### src/rtl/mem_arb_pkg.sv
// mem_arb_pkg -- shared types and constants for the two-requester memory arbiter.
//   state_t      : arbiter FSM encoding (IDLE, GNT_I, GNT_D)
//   TIMEOUT_DEF  : default maximum mem_rdy-low wait cycles (0 disables)
//   ERR_DATA_BIT : fill bit for the read data returned on a timed-out access
//   LAST_I/LAST_D: round-robin history values (who was served last)
package mem_arb_pkg;

  typedef enum logic [1:0] {
    IDLE  = 2'd0,
    GNT_I = 2'd1,
    GNT_D = 2'd2
  } state_t;

  localparam int   TIMEOUT_DEF  = 15;
  localparam logic ERR_DATA_BIT = 1'b0;

  localparam logic LAST_I = 1'b0;
  localparam logic LAST_D = 1'b1;

endpackage

### src/rtl/mem_arb_if.sv
// mem_arb_if -- bundle of the fetch port, data port and memory port of mem_arb.
//   slave  : the arbiter's view (requests and memory response in, acks and memory strobes out)
//   master : the environment's view (requesters plus memory model)
interface mem_arb_if #(
  parameter int AW = 32,
  parameter int DW = 32
);
  logic          i_req;
  logic [AW-1:0] i_addr;
  logic          i_ack;
  logic [DW-1:0] i_rdata;
  logic          i_err;

  logic          d_req;
  logic          d_we;
  logic [AW-1:0] d_addr;
  logic [DW-1:0] d_wdata;
  logic          d_ack;
  logic [DW-1:0] d_rdata;
  logic          d_err;

  logic          mem_en;
  logic          mem_we;
  logic [AW-1:0] mem_addr;
  logic [DW-1:0] mem_wdata;
  logic [DW-1:0] mem_rdata;
  logic          mem_rdy;

  modport slave (
    input  i_req, i_addr, d_req, d_we, d_addr, d_wdata, mem_rdata, mem_rdy,
    output i_ack, i_rdata, i_err, d_ack, d_rdata, d_err,
           mem_en, mem_we, mem_addr, mem_wdata
  );

  modport master (
    output i_req, i_addr, d_req, d_we, d_addr, d_wdata, mem_rdata, mem_rdy,
    input  i_ack, i_rdata, i_err, d_ack, d_rdata, d_err,
           mem_en, mem_we, mem_addr, mem_wdata
  );

endinterface

### src/rtl/mem_arb_rr_arb2.sv
// rr_arb2 -- two-way round-robin picker (combinational).
//   req[1:0] : eligible requests, bit 0 = fetch (I), bit 1 = data (D)
//   last     : requester served last (0 = I, 1 = D)
//   gnt[1:0] : one-hot winner, or zero when nothing is requested
module rr_arb2 (
  input  logic [1:0] req,
  input  logic       last,
  output logic [1:0] gnt
);

  always_comb begin
    gnt = 2'b00;
    case (req)
      2'b01:   gnt = 2'b01;
      2'b10:   gnt = 2'b10;
      // contention: the side not served last wins
      2'b11:   gnt = last ? 2'b01 : 2'b10;
      default: gnt = 2'b00;
    endcase
  end

endmodule

### src/rtl/mem_arb.sv
// mem_arb -- arbitrates an instruction-fetch port and a data port onto one
// single-outstanding memory port, with round-robin fairness and a wait timeout.
//   clk, rst : clock and asynchronous active-low reset
//   bus      : mem_arb_if.slave (fetch/data request ports and memory port)
// Parameters: AW/DW address/data width, TIMEOUT max mem_rdy-low cycles (0 = off).
//
// state | meaning
// IDLE  | no access in flight, picking the next eligible requester
// GNT_I | fetch access on the memory port, waiting for mem_rdy
// GNT_D | data access on the memory port, waiting for mem_rdy
module mem_arb
  import mem_arb_pkg::*;
#(
  parameter int AW      = 32,
  parameter int DW      = 32,
  parameter int TIMEOUT = TIMEOUT_DEF
) (
  input logic      clk,
  input logic      rst,
  mem_arb_if.slave bus
);

  // the counter only has to reach TIMEOUT-1: the edge that would make it
  // TIMEOUT is the abort edge
  localparam int CW = (TIMEOUT > 1) ? $clog2(TIMEOUT) : 1;

  state_t        state;
  logic          last;
  logic [CW-1:0] wait_cnt;
  logic          mem_en_q, mem_we_q;
  logic [AW-1:0] mem_addr_q;
  logic [DW-1:0] mem_wdata_q;
  logic          i_ack_q, i_err_q, d_ack_q, d_err_q;
  logic [DW-1:0] i_rdata_q, d_rdata_q;
  logic [1:0]    elig, gnt;
  logic          timeout_hit;

  // a requester still holds req during its ack cycle; that request is stale
  assign elig = {bus.d_req & ~d_ack_q, bus.i_req & ~i_ack_q};

  rr_arb2 u_rr (
    .req  (elig),
    .last (last),
    .gnt  (gnt)
  );

  assign timeout_hit = (TIMEOUT > 0) && (wait_cnt == CW'(TIMEOUT - 1));

  always_ff @(posedge clk or negedge rst) begin
    if (!rst) begin
      state       <= IDLE;
      last        <= LAST_D;
      wait_cnt    <= '0;
      mem_en_q    <= 1'b0;
      mem_we_q    <= 1'b0;
      mem_addr_q  <= '0;
      mem_wdata_q <= '0;
      i_ack_q     <= 1'b0;
      i_err_q     <= 1'b0;
      i_rdata_q   <= '0;
      d_ack_q     <= 1'b0;
      d_err_q     <= 1'b0;
      d_rdata_q   <= '0;
    end else begin
      i_ack_q <= 1'b0;
      i_err_q <= 1'b0;
      d_ack_q <= 1'b0;
      d_err_q <= 1'b0;
      case (state)
        IDLE: begin
          if (gnt[0]) begin
            state       <= GNT_I;
            mem_en_q    <= 1'b1;
            mem_we_q    <= 1'b0;
            mem_addr_q  <= bus.i_addr;
            mem_wdata_q <= '0;
            wait_cnt    <= '0;
          end else if (gnt[1]) begin
            state       <= GNT_D;
            mem_en_q    <= 1'b1;
            mem_we_q    <= bus.d_we;
            mem_addr_q  <= bus.d_addr;
            mem_wdata_q <= bus.d_wdata;
            wait_cnt    <= '0;
          end
        end
        GNT_I, GNT_D: begin
          // mem_rdy takes priority over a timeout on the same edge
          if (bus.mem_rdy || timeout_hit) begin
            state    <= IDLE;
            mem_en_q <= 1'b0;
            if (state == GNT_I) begin
              i_ack_q   <= 1'b1;
              i_err_q   <= ~bus.mem_rdy;
              i_rdata_q <= bus.mem_rdy ? bus.mem_rdata : {DW{ERR_DATA_BIT}};
              last      <= LAST_I;
            end else begin
              d_ack_q   <= 1'b1;
              d_err_q   <= ~bus.mem_rdy;
              d_rdata_q <= bus.mem_rdy ? bus.mem_rdata : {DW{ERR_DATA_BIT}};
              last      <= LAST_D;
            end
          end else begin
            wait_cnt <= wait_cnt + 1'b1;
          end
        end
        default: state <= IDLE;
      endcase
    end
  end

  assign bus.mem_en    = mem_en_q;
  assign bus.mem_we    = mem_we_q;
  assign bus.mem_addr  = mem_addr_q;
  assign bus.mem_wdata = mem_wdata_q;
  assign bus.i_ack     = i_ack_q;
  assign bus.i_err     = i_err_q;
  assign bus.i_rdata   = i_rdata_q;
  assign bus.d_ack     = d_ack_q;
  assign bus.d_err     = d_err_q;
  assign bus.d_rdata   = d_rdata_q;

endmodule
### src/flat_wrapper.sv
// flat-port wrapper written by rule: the top's interface ports become plain ports
module mem_arb_flat import mem_arb_pkg::*;
#(
  parameter int AW      = 32,
  parameter int DW      = 32,
  parameter int TIMEOUT = TIMEOUT_DEF
)
  (clk, rst, bus_i_req, bus_i_addr, bus_d_req, bus_d_we, bus_d_addr, bus_d_wdata, bus_mem_rdata, bus_mem_rdy, bus_i_ack, bus_i_rdata, bus_i_err, bus_d_ack, bus_d_rdata, bus_d_err, bus_mem_en, bus_mem_we, bus_mem_addr, bus_mem_wdata);
  mem_arb_if #(.AW(AW), .DW(DW)) bus_i ();
  input logic clk;
  input logic rst;
  input wire logic [$bits(bus_i.i_req)-1:0] bus_i_req;
  input wire logic [$bits(bus_i.i_addr)-1:0] bus_i_addr;
  input wire logic [$bits(bus_i.d_req)-1:0] bus_d_req;
  input wire logic [$bits(bus_i.d_we)-1:0] bus_d_we;
  input wire logic [$bits(bus_i.d_addr)-1:0] bus_d_addr;
  input wire logic [$bits(bus_i.d_wdata)-1:0] bus_d_wdata;
  input wire logic [$bits(bus_i.mem_rdata)-1:0] bus_mem_rdata;
  input wire logic [$bits(bus_i.mem_rdy)-1:0] bus_mem_rdy;
  output wire logic [$bits(bus_i.i_ack)-1:0] bus_i_ack;
  output wire logic [$bits(bus_i.i_rdata)-1:0] bus_i_rdata;
  output wire logic [$bits(bus_i.i_err)-1:0] bus_i_err;
  output wire logic [$bits(bus_i.d_ack)-1:0] bus_d_ack;
  output wire logic [$bits(bus_i.d_rdata)-1:0] bus_d_rdata;
  output wire logic [$bits(bus_i.d_err)-1:0] bus_d_err;
  output wire logic [$bits(bus_i.mem_en)-1:0] bus_mem_en;
  output wire logic [$bits(bus_i.mem_we)-1:0] bus_mem_we;
  output wire logic [$bits(bus_i.mem_addr)-1:0] bus_mem_addr;
  output wire logic [$bits(bus_i.mem_wdata)-1:0] bus_mem_wdata;
  assign bus_i.i_req = bus_i_req;
  assign bus_i.i_addr = bus_i_addr;
  assign bus_i.d_req = bus_d_req;
  assign bus_i.d_we = bus_d_we;
  assign bus_i.d_addr = bus_d_addr;
  assign bus_i.d_wdata = bus_d_wdata;
  assign bus_i.mem_rdata = bus_mem_rdata;
  assign bus_i.mem_rdy = bus_mem_rdy;
  assign bus_i_ack = bus_i.i_ack;
  assign bus_i_rdata = bus_i.i_rdata;
  assign bus_i_err = bus_i.i_err;
  assign bus_d_ack = bus_i.d_ack;
  assign bus_d_rdata = bus_i.d_rdata;
  assign bus_d_err = bus_i.d_err;
  assign bus_mem_en = bus_i.mem_en;
  assign bus_mem_we = bus_i.mem_we;
  assign bus_mem_addr = bus_i.mem_addr;
  assign bus_mem_wdata = bus_i.mem_wdata;
  mem_arb #(.AW(AW), .DW(DW), .TIMEOUT(TIMEOUT)) u_core (.clk(clk), .rst(rst), .bus(bus_i));
endmodule
### config.mk
export PLATFORM = sky130hd
export DESIGN_NAME = mem_arb_flat
export DESIGN_NICKNAME = d
export VERILOG_FILES = /design/src/rtl/mem_arb_pkg.sv /design/src/rtl/mem_arb_if.sv /design/src/rtl/mem_arb_rr_arb2.sv /design/src/rtl/mem_arb.sv /design/src/flat_wrapper.sv
export SDC_FILE = /design/constraint.sdc
export NUM_CORES = 1
export LEC_CHECK = 0
export ABC_AREA = 1
export BUFFER_PORTS_ARGS = -buffer_cell sky130_fd_sc_hd__buf_4
export CORE_MARGIN = 10
export CORE_UTILIZATION = 52
export DETAILED_ROUTE_END_ITERATION = 7
export HOLD_SLACK_MARGIN = 0.02
export PLACE_DENSITY = 0.84
export SYNTH_ARGS = -nofsm -noshare
export SYNTH_HDL_FRONTEND = slang
export SYNTH_SLANG_ARGS = --single-unit
### constraint.sdc
create_clock -name clk -period 3.1 [get_ports clk]
set_input_delay 0 -clock clk [delete_from_list [all_inputs] [get_ports clk]]
set_output_delay 0 -clock clk [all_outputs]
set_load 0.005 [all_outputs]
# Word-level counts from Yosys, hierarchy flattened
# Index checks and enable logic that the tools add are counted.
# op_classes
order_cmp,0
n_div,0
reduce_logical,12
n_mux,33
eq_ne,9
n_bitwise,6
n_mul,0
shifts,0
n_addsub,1
# ops
operator,count
32-bit 2-to-1 mux,5
1-bit 2-to-1 mux,17
4-bit 2-to-1 mux,3
3-bit AND reduction,4
2-bit 2-to-1 mux,4
4-bit case mux with 2 select lines,1
"2-bit equality test, second input constant",3
2-bit case mux with 3 select lines,1
2-bit AND reduction,3
"4-bit by 1-bit adder with 4-bit output, second input constant",1
"2-bit by 1-bit equality test with 1-bit output, second input constant",2
"4-bit equality test, second input constant",1
1-bit NOT,4
2-bit case mux with 2 select lines,1
2-bit nonzero test,2
"3-bit by 1-bit != test with 1-bit output, second input constant",1
1-bit AND,2
2-bit zero test,1
"2-bit by 1-bit != test with 1-bit output, second input constant",1
"2-bit != test, second input constant",1
1-bit case mux with 2 select lines,1
2-bit OR reduction,1
1-bit logical OR,1
# totals
regBits,141
rom_bits,0
memories,0
latchBits,0
ramBits,0

# Logic depth before layout (Yosys ltp)
# logic_depth
ltp_word,7
mapped_depth,9
ltp_nobuf,8

# Hierarchy
# A second synthesis with hierarchy kept.
# unflattened
cells_unflattened,651
hier_area_um2,5983.2
# modules_own_cells
mod,instances,cells_each,seq_area_each_um2,area_per_inst_um2
mem_arb,1,646,3529.6,5962.0
rr_arb2,1,5,0.0,21.3

# Worst setup path before layout
# OpenSTA, ideal clock, no wires.
# synth_timing
path_kind,reg2reg
start,register u_core.wait_cnt[0]
end,"register u_core.d_rdata_q[1], in the netlist u_core.bus.d_rdata[1]"
t_arrival_ps,1175
period_less_slack_ps,1308
setup_time_ps,133
setup_slack_ps,1792
stages_incl_launch_ff,9
required_time_ps,2967
cell_sequence,dfrtp_1 inv_1 ha_1 nand3_1 nand2_2 nand2_2 buf_6 nand2_1 o21ai_0
# synth_between
elab_chain_len,3
# synth_rtl
item,line,source
from (decl),mem_arb.sv:29,logic [CW-1:0] wait_cnt;
from (signal assigned),mem_arb.sv:104,wait_cnt <= wait_cnt + 1'b1;
4-bit equality test,mem_arb.sv:47,assign timeout_hit = (TIMEOUT > 0) && (wait_cnt == CW'(TIMEOUT - 1));
1-bit logical OR,mem_arb.sv:89,if (bus.mem_rdy || timeout_hit) begin
3-bit AND reduction (no line),n/a,
to (signal assigned),mem_arb.sv:100,d_rdata_q <= bus.mem_rdy ? bus.mem_rdata : {DW{ERR_DATA_BIT}};
to (decl),mem_arb.sv:34,"logic [DW-1:0] i_rdata_q, d_rdata_q;"
# No other way between the ends.
# A chain may end at the register's enable or synchronous reset.

# Final worst setup path
# layout_timing
start,"register u_core.d_ack_q, in the netlist u_core.bus.d_ack"
end,"register u_core.mem_addr_q[28], in the netlist u_core.bus.mem_addr[28]"
# layout_between
elab_chain_len,6
# layout_rtl
item,line,source
from (decl),mem_arb.sv:33,"logic i_ack_q, i_err_q, d_ack_q, d_err_q;"
from (signal assigned),mem_arb.sv:61,d_ack_q <= 1'b0;
from (signal assigned),mem_arb.sv:67,d_ack_q <= 1'b0;
from (signal assigned),mem_arb.sv:98,d_ack_q <= 1'b1;
1-bit NOT *,mem_arb.sv:39,"assign elig = {bus.d_req & ~d_ack_q, bus.i_req & ~i_ack_q};"
1-bit AND *,mem_arb.sv:39,
2-bit equality test or 2-bit by 1-bit equality test with 1-bit output (tied branches),mem_arb_rr_arb2.sv:13,case (req)
2-bit case mux with 3 select lines *,mem_arb_rr_arb2.sv:13,
2-bit nonzero test (no line),n/a,
2-bit AND reduction (no line),n/a,
to (signal assigned),mem_arb.sv:75,mem_addr_q <= bus.i_addr;
to (signal assigned),mem_arb.sv:82,mem_addr_q <= bus.d_addr;
to (decl),mem_arb.sv:31,logic [AW-1:0] mem_addr_q;
# Mark *: on every way between the ends. The rest lies on a longest branch, timed or not.

==> metrics.txt <==
drt pass-1 iters=8; fin nets=1,232; total global-route track usage=29.5%; Clock Tree Buf Depth=2; vias in the first global route=7,203; WL/cell=20.4 um; Yosys warnings=0; clock skew=0.0114 ns; crit path kind=reg2reg; Net Switching=3420 uW; syn nets=855; Netlist cell types=22; share of cells above drive strength 1=30.1%; status=finished clean; crit path from=u_core.bus.d_ack; postcts setup bufs=0; Layout area overhead=62.1%; final wirelength=25.6 mm; hold path cells=3; final core utilization=85.6%; sequential power share=34.3%; Final Max Tran Viols=0; Fill cells=592; Num CTS Buffers=17; Max IR drop VDD=0.665 mV; worst hold-check path type=in2reg; reg2reg path depth=8; Clock Latency Late Sink=0.43 ns; DP HPWL=13.9 mm; die width=130 um; Synth Area per Inst=8.80 sq um; CP endpoint kind=flop; PostCTS Resize Cnt=0; Congestion Overflow GR=0; CP max stage delay=0.57 ns; I/O pin count=268; Worst EP arrival=2.85 ns; maximum number of pins on one net before global-route repair=91; CTS clk-pin slew, worst paths=0.07 ns; Tmin final=2.54 ns; Initial DRC Count=685; P_int=5920 uW; Die Area=0.0169 sq mm; CTS root buf=clkbuf_16; Setup violations, final=0; sequential area share after synthesis=56.2%; Mapped Area=0.00629 sq mm; LEAKAGE=0.00534 uW; Crit Path Max Fanout=67; final antenna-violating net count=0; first-pass GRT wire length=38.4 mm; core area=0.0119 sq mm; max cap viols=0; DRC viols=0; Slew HR=36.8%; Sw Ratio=36.6%; logic gate share of total power=41.9%; htree depth=4; CP max-delay cell=dlygate4sd3_1; Final Hold Fails=0; hold path startpoint=bus_mem_rdy; initial antenna violation count=1; setup TNS=0 ns; # clock sinks=141; post-DR vias/cell=5.51; Initial Util=52.8%; CP Launch Type=flop; routability cong.=0.815; DR vias=6,914; Slew @ Worst Pin=0.947 ns; FF-to-FF Start=u_core.bus.d_ack; post-synthesis register bit count=141; Die Height=130 um; CTS tree=built; cell chain of the critical path=nor2_4 -> nand2_2 -> nand2_2 -> buf_12 -> nand2_1 -> nand3_1 -> dlygate4sd3_1 -> nand2_1; Max Fclk=0.394 GHz; FP Rows=40; power share of the clock group=23.8%; RSZ-0062 raised after global routing=false; Tcrit/Tclk final=81.8%; Port Buffer Count=267; Cells after Synth=714; Critical Path RT=3.41 ns; PD cells=917 mW/mm^2
synth_stat cells (all sizes together):
master,n,area [sq um]
a21oi,3,15.0
or2,1,6.26
nand4,2,12.5
o21ai,66,330
nand3b,32,240
buf,34,269
ha,7,87.6
nor2,7,33.8
nand3,73,435
inv,49,184
nor3,2,10.0
nand2,288,1100
dfstp,1,26.3
dfrtp,140,3500
clkbuf,9,33.8
cell type report:
| type | count | area [sq um] | share of cell area [%] |
|---|---|---|---|
| Antenna cell | 3 | 7.51 | 0.0737 |
| Timing Repair Buffer | 401 | 3380 | 33.1 |
| Clock inverter | 13 | 186 | 1.83 |
| Inverter | 49 | 184 | 1.80 |
| Tap cell | 147 | 184 | 1.80 |
| Clock buffer | 19 | 453 | 4.44 |
| Multi-Input combinational cell | 481 | 2270 | 22.3 |
| Sequential cell | 141 | 3530 | 34.6 |
sequential cells by signal, summed over array words and instances (netlist names):
name / flops
u_core.bus.i_rdata: 32
u_core.bus.i_err: 1
u_core.last: 1
u_core.bus.mem_addr: 32
u_core.bus.mem_en: 1
u_core.wait_cnt: 4
u_core.bus.d_rdata: 32
u_core.bus.d_err: 1
u_core.state: 2
u_core.bus.mem_wdata: 32
u_core.bus.i_ack: 1
u_core.bus.mem_we: 1
u_core.bus.d_ack: 1
critical path: cells and delay by family, from the launching register on:
family                 cells  cell delay [ns]
flip-flops                 1             0.44
buffers and inverters      2             0.90
AND/OR/NAND/NOR            6             1.07
power by group through the flow:
stage / sequential (uW) / combinational [uW] / clock (uW)
after floorplan: 3160 / 1570 / 0
after global placement: 3110 / 3320 / 0
after detailed placement: 3130 / 3420 / 0
after CTS: 3130 / 3760 / 2210
after global routing: 3280 / 4250 / 2300
final: 3210 / 3920 / 2220
routing by layer:
metal	GRT usage [%]	wire length, um
met1	30.5	8370
met2	51.9	13200
met3	7.71	2100
met4	19.5	1850
met5	0	0
cell families (layout without fill, tap and decap cells):
logic type	after synthesis	in the layout	share of synthesized area [%]
other	0	3	0
buffers and inverters	92	482	7.74
AOI/OAI and AO/OA	69	69	5.49
and+or+nand+nor	405	405	29.2
adders and majority gates	7	7	1.39
DFF	141	141	56.2
metrics by stage:
step	cell area, sq um	std cells	hold slack [ns]	worst slack [ns]	total power [uW]
5_1_grt	10200	1252	0.0681	0.493	9830
3_3_place_gp	8240	1089	0.131	1.28	6440
4_1_cts	10200	1251	0.0466	0.693	9100
2_1_floorplan	6290	714	-0.296	1.79	4740
3_5_place_dp	8240	1089	0.131	1.25	6550
6_report	10200	1254	0.0445	0.563	9350
layout by cell type, fill, tap and decap left out:
cell type,instances
nor2_1,6
nand3b_1,32
or2_2,1
buf_12,3
clkinv_2,2
dlygate4sd3_1,130
inv_1,44
clkinvlp_4,4
buf_6,1
ha_1,7
a21oi_1,3
o21ai_0,64
dfstp_2,1
clkbuf_16,17
diode_2,3
nor3_1,2
nor2_4,1
nand4_1,2
nand2_1,281
dfrtp_1,140
nand3_1,59
clkinv_4,1
inv_6,2
bufinv_16,4
o21ai_1,2
inv_2,5
nand2_2,7
buf_4,267
nand3_2,14
clkbuf_8,2
what timing repair did:
action,CTS,global route
hold buffers,130,0
endpoints found under the setup margin,0,0
endpoints found under the hold margin,217,0
path summary, 6_finish.rpt:
check / to / slack (ns)
setup / recovery: u_core.bus.mem_addr[28] / 0.56
hold / removal: u_core.bus.d_rdata[26] / 0.04
min in group asynchronous: u_core.bus.mem_wdata[16] / 0.23
hold reg to reg: u_core.bus.mem_wdata[9] / 0.48
max in group asynchronous: u_core.bus.i_rdata[10] / 2.06
setup reg to reg: u_core.bus.mem_addr[28] / 0.56
Note: power is estimated with default switching activity, not from simulation.
